`src/rtl/tick_wdog_pkg.sv`:
```
// Shared types and default window constants for the tick watchdog.
// Defaults match an upstream N=200000 delay counter (one tick every 200001 cycles).
package tick_wdog_pkg;

    typedef enum logic [1:0] {
        IDLE,
        SYNC,
        TRACK,
        FAULT
    } state_t;

    localparam int unsigned DEF_MIN_GAP = 200000;
    localparam int unsigned DEF_MAX_GAP = 200002;
    localparam int unsigned DEF_GBITS   = 18;
    localparam int unsigned DEF_TCW     = 16;

endpackage

```
`src/rtl/tick_gap_cnt.sv`:
```
// Saturating gap counter: hold clears to 0, load restarts at 1, otherwise
// counts up and stops at SAT.
module tick_gap_cnt #(
    parameter int unsigned GBITS = 18,
    parameter int unsigned SAT   = 200003
) (
    input  logic             clk,
    input  logic             rst,
    input  logic             hold,
    input  logic             load,
    output logic [GBITS-1:0] cnt
);

    localparam logic [GBITS-1:0] SATV = GBITS'(SAT);

    always_ff @(posedge clk) begin
        if (rst || hold) begin
            cnt <= '0;
        end else if (load) begin
            cnt <= GBITS'(1);
        end else if (cnt != SATV) begin
            cnt <= cnt + GBITS'(1);
        end
    end

endmodule

```
`src/rtl/tick_wdog.sv`:
```
// Tick watchdog: checks the gap between tick pulses against [MIN_GAP, MAX_GAP].
// Optional macro TICK_WDOG_FLTCNT_EN adds flt_cnt, a saturating count of FAULT entries.
module tick_wdog
    import tick_wdog_pkg::*;
#(
    parameter int unsigned MIN_GAP = DEF_MIN_GAP,
    parameter int unsigned MAX_GAP = DEF_MAX_GAP,
    parameter int unsigned GBITS   = DEF_GBITS,
    parameter int unsigned TCW     = DEF_TCW
) (
    input  logic           clk,
    input  logic           rst,
    input  logic           en,
    input  logic           tick,
    input  logic           up_err,
    input  logic           clr_fault,
    output logic           ok,
    output logic           early,
    output logic           late,
    output logic           fault,
    output logic [TCW-1:0] tick_cnt
`ifdef TICK_WDOG_FLTCNT_EN
    ,
    output logic [7:0]     flt_cnt
`endif
);

    localparam logic [GBITS-1:0] MINV = GBITS'(MIN_GAP);
    localparam logic [GBITS-1:0] MAXV = GBITS'(MAX_GAP);

    state_t           state;
    state_t           state_nx;
    logic [GBITS-1:0] gap;
    logic             ok_d;
    logic             early_d;
    logic             late_d;

    tick_gap_cnt #(
        .GBITS (GBITS),
        .SAT   (MAX_GAP + 1)
    ) u_gap (
        .clk  (clk),
        .rst  (rst),
        .hold ((state == IDLE) || (state == FAULT)),
        .load (tick),
        .cnt  (gap)
    );

    always_ff @(posedge clk) begin
        if (rst) begin
            state <= IDLE;
        end else begin
            state <= state_nx;
        end
    end

    // Pulse decisions; en-low and up_err outrank any tick in the same cycle.
    always_comb begin
        ok_d    = 1'b0;
        early_d = 1'b0;
        late_d  = 1'b0;
        if (state == TRACK && en && !up_err) begin
            if (tick) begin
                if (gap < MINV) begin
                    early_d = 1'b1;
                end else begin
                    ok_d = 1'b1;
                end
            end else if (gap >= MAXV) begin
                late_d = 1'b1;
            end
        end
    end

    always_comb begin
        state_nx = state;
        case (state)
            IDLE: begin
                if (en) state_nx = SYNC;
            end
            SYNC: begin
                if (!en)         state_nx = IDLE;
                else if (up_err) state_nx = FAULT;
                else if (tick)   state_nx = TRACK;
            end
            TRACK: begin
                if (!en)                   state_nx = IDLE;
                else if (up_err)           state_nx = FAULT;
                else if (early_d || late_d) state_nx = FAULT;
            end
            FAULT: begin
                if (clr_fault) state_nx = en ? SYNC : IDLE;
            end
            default: state_nx = IDLE;
        endcase
    end

    // fault mirrors the registered state, so it lags the early/late pulse by a cycle.
    always_ff @(posedge clk) begin
        if (rst) begin
            ok       <= 1'b0;
            early    <= 1'b0;
            late     <= 1'b0;
            fault    <= 1'b0;
            tick_cnt <= '0;
        end else begin
            ok    <= ok_d;
            early <= early_d;
            late  <= late_d;
            fault <= (state == FAULT);
            if (state == IDLE && state_nx == SYNC) begin
                tick_cnt <= '0;
            end else if (ok_d) begin
                tick_cnt <= tick_cnt + TCW'(1);
            end
        end
    end

`ifdef TICK_WDOG_FLTCNT_EN
    always_ff @(posedge clk) begin
        if (rst) begin
            flt_cnt <= '0;
        end else if (state != FAULT && state_nx == FAULT && flt_cnt != 8'hFF) begin
            flt_cnt <= flt_cnt + 8'd1;
        end
    end
`endif

endmodule

```
`config.mk`:
```
export PLATFORM = sky130hd
export DESIGN_NAME = tick_wdog
export DESIGN_NICKNAME = d
export VERILOG_FILES = /design/src/rtl/tick_wdog_pkg.sv /design/src/rtl/tick_gap_cnt.sv /design/src/rtl/tick_wdog.sv
export SDC_FILE = /design/constraint.sdc
export NUM_CORES = 1
export LEC_CHECK = 0
export CAP_MARGIN = 20
export CORE_ASPECT_RATIO = 1.4
export CORE_UTILIZATION = 29
export CTS_CLUSTER_DIAMETER = 80
export DETAILED_ROUTE_END_ITERATION = 10
export GPL_ROUTABILITY_DRIVEN = 0
export GPL_TIMING_DRIVEN = 0
export MAX_ROUTING_LAYER = met4
export SETUP_SLACK_MARGIN = 0.02
export SLEW_MARGIN = 20
export SYNTH_ARGS = -nofsm -noshare
export SYNTH_HDL_FRONTEND = slang
export SYNTH_SLANG_ARGS = --single-unit
```
`constraint.sdc`:
```
create_clock -name clk -period 2.2 [get_ports clk]
set_clock_uncertainty 0.1 [all_clocks]
set_input_delay 0.44 -clock clk [delete_from_list [all_inputs] [get_ports clk]]
set_output_delay 0.44 -clock clk [all_outputs]
set_load 0.01 [all_outputs]
```
After elaboration in Yosys (flattened, before gate mapping)
Index checks and enable logic that the tools add are counted.
Widths: inputs -> output; s select.
{"block": "op_classes", "n_addsub": 2, "order_cmp": 2, "n_eq_ne": 5, "mux": 21, "reduce_logical": 11}
{"op": "$add 18x1->18 const B", "count": 1}
{"op": "$ge 18x18->1 const B", "count": 1}
{"op": "$lt 18x18->1 const B", "count": 1}
{"op": "$ne 18x18->1 const B", "count": 1}
{"op": "$add 16x1->16 const B", "count": 1}
{"op": "$mux 2", "count": 8}
{"op": "$mux 1", "count": 12}
{"op": "$pmux 2 s4", "count": 1}
{"op": "$eq 2x1->1 const B", "count": 2}
{"op": "$eq 2x2->1 const B", "count": 2}
{"op": "$reduce_or 2->1", "count": 2}
{"op": "$logic_and 1x1->1", "count": 3}
{"op": "$logic_or 1x1->1", "count": 3}
{"op": "$logic_not 2->1", "count": 1}
{"op": "$reduce_bool 2->1", "count": 1}
{"op": "$logic_not 1->1", "count": 1}
{"block": "totals", "ff_bits": 40}

Longest topological paths before layout
{"block": "logic_depth", "word_depth": 12, "ltp_mapped": 8}

Hierarchy
A second synthesis with hierarchy kept.
{"block": "unflattened", "cells_unflattened": 245, "area_unflattened_um2": 2100.8}
{"mod": "tick_wdog", "instances": 1, "cells_each": 142, "area_per_inst_um2": 1211.2, "seq_area_each_um2": 440.4}
{"mod": "tick_gap_cnt", "instances": 1, "cells_each": 103, "area_per_inst_um2": 889.6, "seq_area_each_um2": 360.3}

Worst setup path after synthesis
OpenSTA, ideal clock, no wires.
{"block": "synth_timing", "path_type": "register -> register", "start": "register state[0]", "end": "register tick_cnt[10]", "setup_time_ns": 0.072, "arrival_time_ns": 1.763, "slack_ns": 0.265, "path_stages_with_launch": 9, "synth_period_minus_slack_ns": 1.935, "cell_sequence": "dfxtp_1 inv_1 ha_1 nand2_1 or3_1 buf_4 buf_2 a211oi_1 mux2i_1"}
{"block": "synth_via", "elab_chain_cells": 12, "elab_cells_between_ends": 22, "cone_classes": "4 x eq/ne; 12 x mux; 6 x reduce/logical"}
{"element": "start: declaration", "line_no": "tick_wdog.sv:31", "rtl": "state_t state;"}
{"element": "start signal: assignment", "line_no": "tick_wdog.sv:53", "rtl": "state <= state_nx;"}
{"element": "$eq 2x2->1", "line_no": "tick_wdog.sv:62, tick_wdog.sv:77"}
{"element": "$logic_and 1x1->1 (2 in series)", "line_no": "tick_wdog.sv:62", "rtl": "if (state == TRACK && en && !up_err) begin"}
{"element": "$mux 1", "line_no": "tick_wdog.sv:62"}
{"element": "$logic_or 1x1->1", "line_no": "tick_wdog.sv:89", "rtl": "else if (early_d || late_d) state_nx = FAULT;"}
{"element": "$mux 2", "line_no": "tick_wdog.sv:89"}
{"element": "$mux 2", "line_no": "tick_wdog.sv:88", "rtl": "else if (up_err) state_nx = FAULT;"}
{"element": "$mux 2", "line_no": "tick_wdog.sv:87", "rtl": "if (!en) state_nx = IDLE;"}
{"element": "$pmux 2 s4", "line_no": "tick_wdog.sv:77", "rtl": "case (state)"}
{"element": "$eq 2x1->1", "line_no": "tick_wdog.sv:111", "rtl": "if (state == IDLE && state_nx == SYNC) begin"}
{"element": "$logic_and 1x1->1", "line_no": "tick_wdog.sv:111"}
{"element": "$reduce_or 2->1 (no source line)"}
{"element": "end signal: assignment", "line_no": "tick_wdog.sv:114", "rtl": "tick_cnt <= tick_cnt + TCW'(1);"}
{"element": "end: declaration", "line_no": "tick_wdog.sv:21", "rtl": "output logic [TCW-1:0] tick_cnt"}
Parallel ways exist; a longest one is shown, timed or not.
A chain may end at the register's enable or synchronous reset.

Worst setup path in the final report
{"block": "layout_timing", "start": "input up_err", "end": "register tick_cnt[11]"}
{"block": "layout_via", "elab_chain_cells": 11, "elab_cells_between_ends": 15, "cone_classes": "1 x eq/ne; 9 x mux; 5 x reduce/logical"}
{"element": "start: declaration", "line_no": "tick_wdog.sv:15", "rtl": "input logic up_err,"}
{"element": "$logic_not 1->1", "line_no": "tick_wdog.sv:62"}
{"element": "$logic_and 1x1->1", "line_no": "tick_wdog.sv:62"}
{"element": "$mux 1", "line_no": "tick_wdog.sv:62"}
{"element": "$logic_or 1x1->1", "line_no": "tick_wdog.sv:89"}
{"element": "$mux 2", "line_no": "tick_wdog.sv:89"}
{"element": "$mux 2", "line_no": "tick_wdog.sv:88"}
{"element": "$mux 2", "line_no": "tick_wdog.sv:87"}
{"element": "$pmux 2 s4", "line_no": "tick_wdog.sv:77"}
{"element": "$eq 2x1->1", "line_no": "tick_wdog.sv:111"}
{"element": "$logic_and 1x1->1", "line_no": "tick_wdog.sv:111"}
{"element": "$reduce_or 2->1 (no source line)"}
Parallel ways exist; a longest one is shown, timed or not.

==> results.py <==
metrics = {
    "outcome": {
        "status": "completed",
    },
    "logic_synthesis": {
        "yosysTopAreaCellShare": 0.334,
        "syn_nets": 289,
        "synth-xor-area-share": 0.0365,
        "ys_seq_area_frac": 0.334,
        "postSynth.asyncResetShare": 0,
        "synth.avg_cell_area_sq_um": 8.66,
        "ys_ff_latch": 40,
        "synth_edf_count": 0,
        "yosys.area.top_type": "dfxtp_1",
        "ys.flop_type": "dfxtp_1",
        "synth-simple-area-share": 0.305,
        "synth.area.mux_share": 0.0631,
        "synth_area_sq_um": 2400,
        "synth_area_leaders": "dfxtp_1 (33%), nand3_1 (6.5%), mux2i_1 (5.8%), nand3b_1 (4.4%), a211oi_1 (3.4%)",
        "synth_top_family_by_area": "simple AND/OR/NAND/NOR gates",
        "yosysWarnings": 0,
        "synth_cell_types": 52,
        "syn-instance-count": 277,
        "synth_compound_area_frac": 0.175,
        "synthAdderAreaFrac": 0.0313,
    },
    "detailed_routing": {
        "dr.first_iter.drc_count": 89,
        "routedWlPerCell_um": 14.6,
        "final_antenna_net_count": 0,
        "routed_via_density": 5.39,
        "wirelength_mm": 5.96,
        "drc": 0,
        "vias": 2205,
        "drt_pass1_iterations": 4,
    },
    "sta": {
        "hold_violations": 0,
        "fin_ws_ns": 0.115,
        "worst_pin_slew_ns": 0.540,
        "grt_setup_unrepaired": "false",
        "finalCritPeriodShare": 0.948,
        "min_period_ns": 2.09,
        "max_freq_ghz": 0.480,
        "setup_viol": 0,
        "maxSlewHeadroom": 0.640,
        "maxSlewViolCount": 0,
        "hold-worst-slack_ns": 0.396,
    },
    "floorplan": {
        "coreArea_sq_um": 7890,
        "initial_core_util": 0.304,
        "fp-row-count": 38,
        "die_width_um": 78.9,
        "die_area_sq_um": 8640,
        "io_pins": 26,
        "die_h_um": 110,
    },
    "global_route": {
        "globalRoute.totalOverflow": 0,
        "grt_usage": 0.153,
        "grt_pass1_wl_mm": 10.1,
        "grt_pass1_vias": 2129,
        "antenna_found_initial": 0,
        "grt_max_degree": 13,
    },
    "cells_and_area": {
        "diodes": 0,
        "nNetsFinal": 320,
        "final_core_util": 0.369,
        "fillCellCount": 840,
        "synthToLayoutAreaGrowth_pct": 21.3,
        "layout-drive-gt1-share": 0.123,
        "final_common_cell": "dfxtp_1",
        "final_cell_mix": "dfxtp_1 (38), nand3_1 (31), clkdlybuf4s50_1 (23), nand2_1 (16)",
    },
    "flow_run": {
        "max-cap-violations": 0,
    },
    "cts": {
        "cts_inserted_buffers": 5,
        "cts_buffer_depth": 2,
        "cts.sinks": 40,
        "ctsRootBufferMaster": "clkbuf_8",
        "insertion_delay_ns": 0.30,
        "cts_tree": "built",
        "cts_max_level": 2,
        "clkTransAtPathRegs_ns": 0.08,
        "postCtsHoldBufs": 0,
    },
    "critical_path": {
        "rr_endpoint": "tick_cnt[11]",
        "cp_max_fo": 10,
        "r2r_start": "state[0]",
        "crit_start": "up_err",
        "end_kind": "flip-flop",
        "required_ns": 2.33,
        "reg2reg_depth": 8,
        "cp_cell_sequence": "clkdlybuf4s50_1 > or3_1 > buf_4 > clkbuf_4 > a211oi_2 > mux2i_1",
        "critPathKind": "in2reg",
        "r2r_slack_ns": 0.12,
        "crit_end": "tick_cnt[11]",
        "critPathArrivalTime_ns": 2.21,
        "crit_slowest_cell": "clkdlybuf4s50_1",
        "critPathMaxStageDelay_ns": 0.51,
        "start_kind": "primary input",
    },
    "place": {
        "place_ws_ns": -0.361,
        "place_hpwl_mm": 4.45,
        "io_buffer_count": 24,
    },
    "power_and_ir_drop": {
        "ir_drop_uv": 211,
        "power_density_nw_per_um2": 535,
        "p_leak_uw": 0.000894,
    },
    "worst_hold_path": {
        "hp-class": "reg2reg",
    },
}
==> timing repair <==
| item | 4_1_cts | 5_1_grt |
|---|---|---|
| setup endpoints to repair | 12 | 13 |
| hold endpoints to repair | 0 | 0 |
| setup buffers | 0 | 0 |
| gates resized for setup | 7 | 8 |
| pin swaps | 0 | 2 |
==> metrics by stage <==
step	setup TNS, ns	power [uW]	cell area, sq um	instances
after floorplan	0	899	2400	277
after global placement	-5.25	958	2760	401
after detailed placement	-5.28	961	2760	401
after CTS	0	1570	2900	409
after global routing	0	1640	2910	409
final	0	1560	2910	409
==> layer usage <==
layer  part of all wire  wire length (um)  global-route usage
met1               0.43              2560               0.156
met2               0.52              3110               0.286
met3              0.026               157              0.0274
met4              0.024               141              0.0636
met5                  0                 0                   -
==> kinds of logic after synthesis <==
group                    after synthesis
AO/OA/AOI/OAI                         54
XOR/XNOR                              10
adder cells (fa/ha/maj)                6
buffers and inverters                 31
flip-flops                            40
multiplexers                          15
AND/OR/NAND/NOR                      121
==> layout make-up <==
class                   count  area (sq um)  share of cell area
clock buffers               6          72.6              0.0249
multi-input cells         206          1490               0.513
well taps                 100           125              0.0430
flip-flops and latches     40           803               0.276
repair buffers             24           243              0.0834
plain buffers              17          85.1              0.0292
clock inverters             2          35.0              0.0120
inverters                  14          52.6              0.0181
==> worst max-delay path: cells and delay by family <==
family	cells	cell delay [ns]
compound gates	1	0.24
buf+inv	3	0.91
mux	1	0.20
simple gates	1	0.41
==> how the worst min path moves through the flow <==
stage                     cells after the start       endpoint          start
after detailed placement                      2   tick_cnt[15]   tick_cnt[15]
final                                         2   tick_cnt[15]   tick_cnt[15]
after floorplan                               2  u_gap.cnt[15]  u_gap.cnt[15]
after CTS                                     2   tick_cnt[15]   tick_cnt[15]
after global placement                        2   tick_cnt[15]   tick_cnt[15]
after global routing                          2    tick_cnt[5]    tick_cnt[5]
==> cells in the mapped netlist (3+ instances only) <==
cell / n
a211oi_1: 11
inv_1: 14
and4_1: 5
a21oi_1: 10
buf_2: 7
nor3_1: 5
dfxtp_1: 40
xor2_1: 4
mux2i_1: 14
xnor2_1: 6
nand2_1: 16
nor4_1: 3
o211ai_1: 4
or3_1: 4
nand3_1: 31
nor2_1: 12
clkbuf_1: 7
ha_1: 6
nor2b_1: 4
o21ai_1: 3
o21ai_0: 3
a2111oi_2: 5
o31ai_1: 4
and3_1: 6
nand4_1: 6
nand3b_1: 14
==> where the power goes <==
| part | internal [uW] | leakage [uW] | switching [uW] |
|---|---|---|---|
| logic | 72.3 | 0.000516 | 133 |
| registers | 733 | 0.000323 | 13.9 |
| clock network | 337 | 0.0000552 | 268 |
==> state kept, by name, summed over array words and instances (netlist names) <==
register / flops
state: 2
early: 1
tick_cnt: 16
fault: 1
u_gap.cnt: 18
ok: 1
late: 1
(Power assumes the default switching activity.)
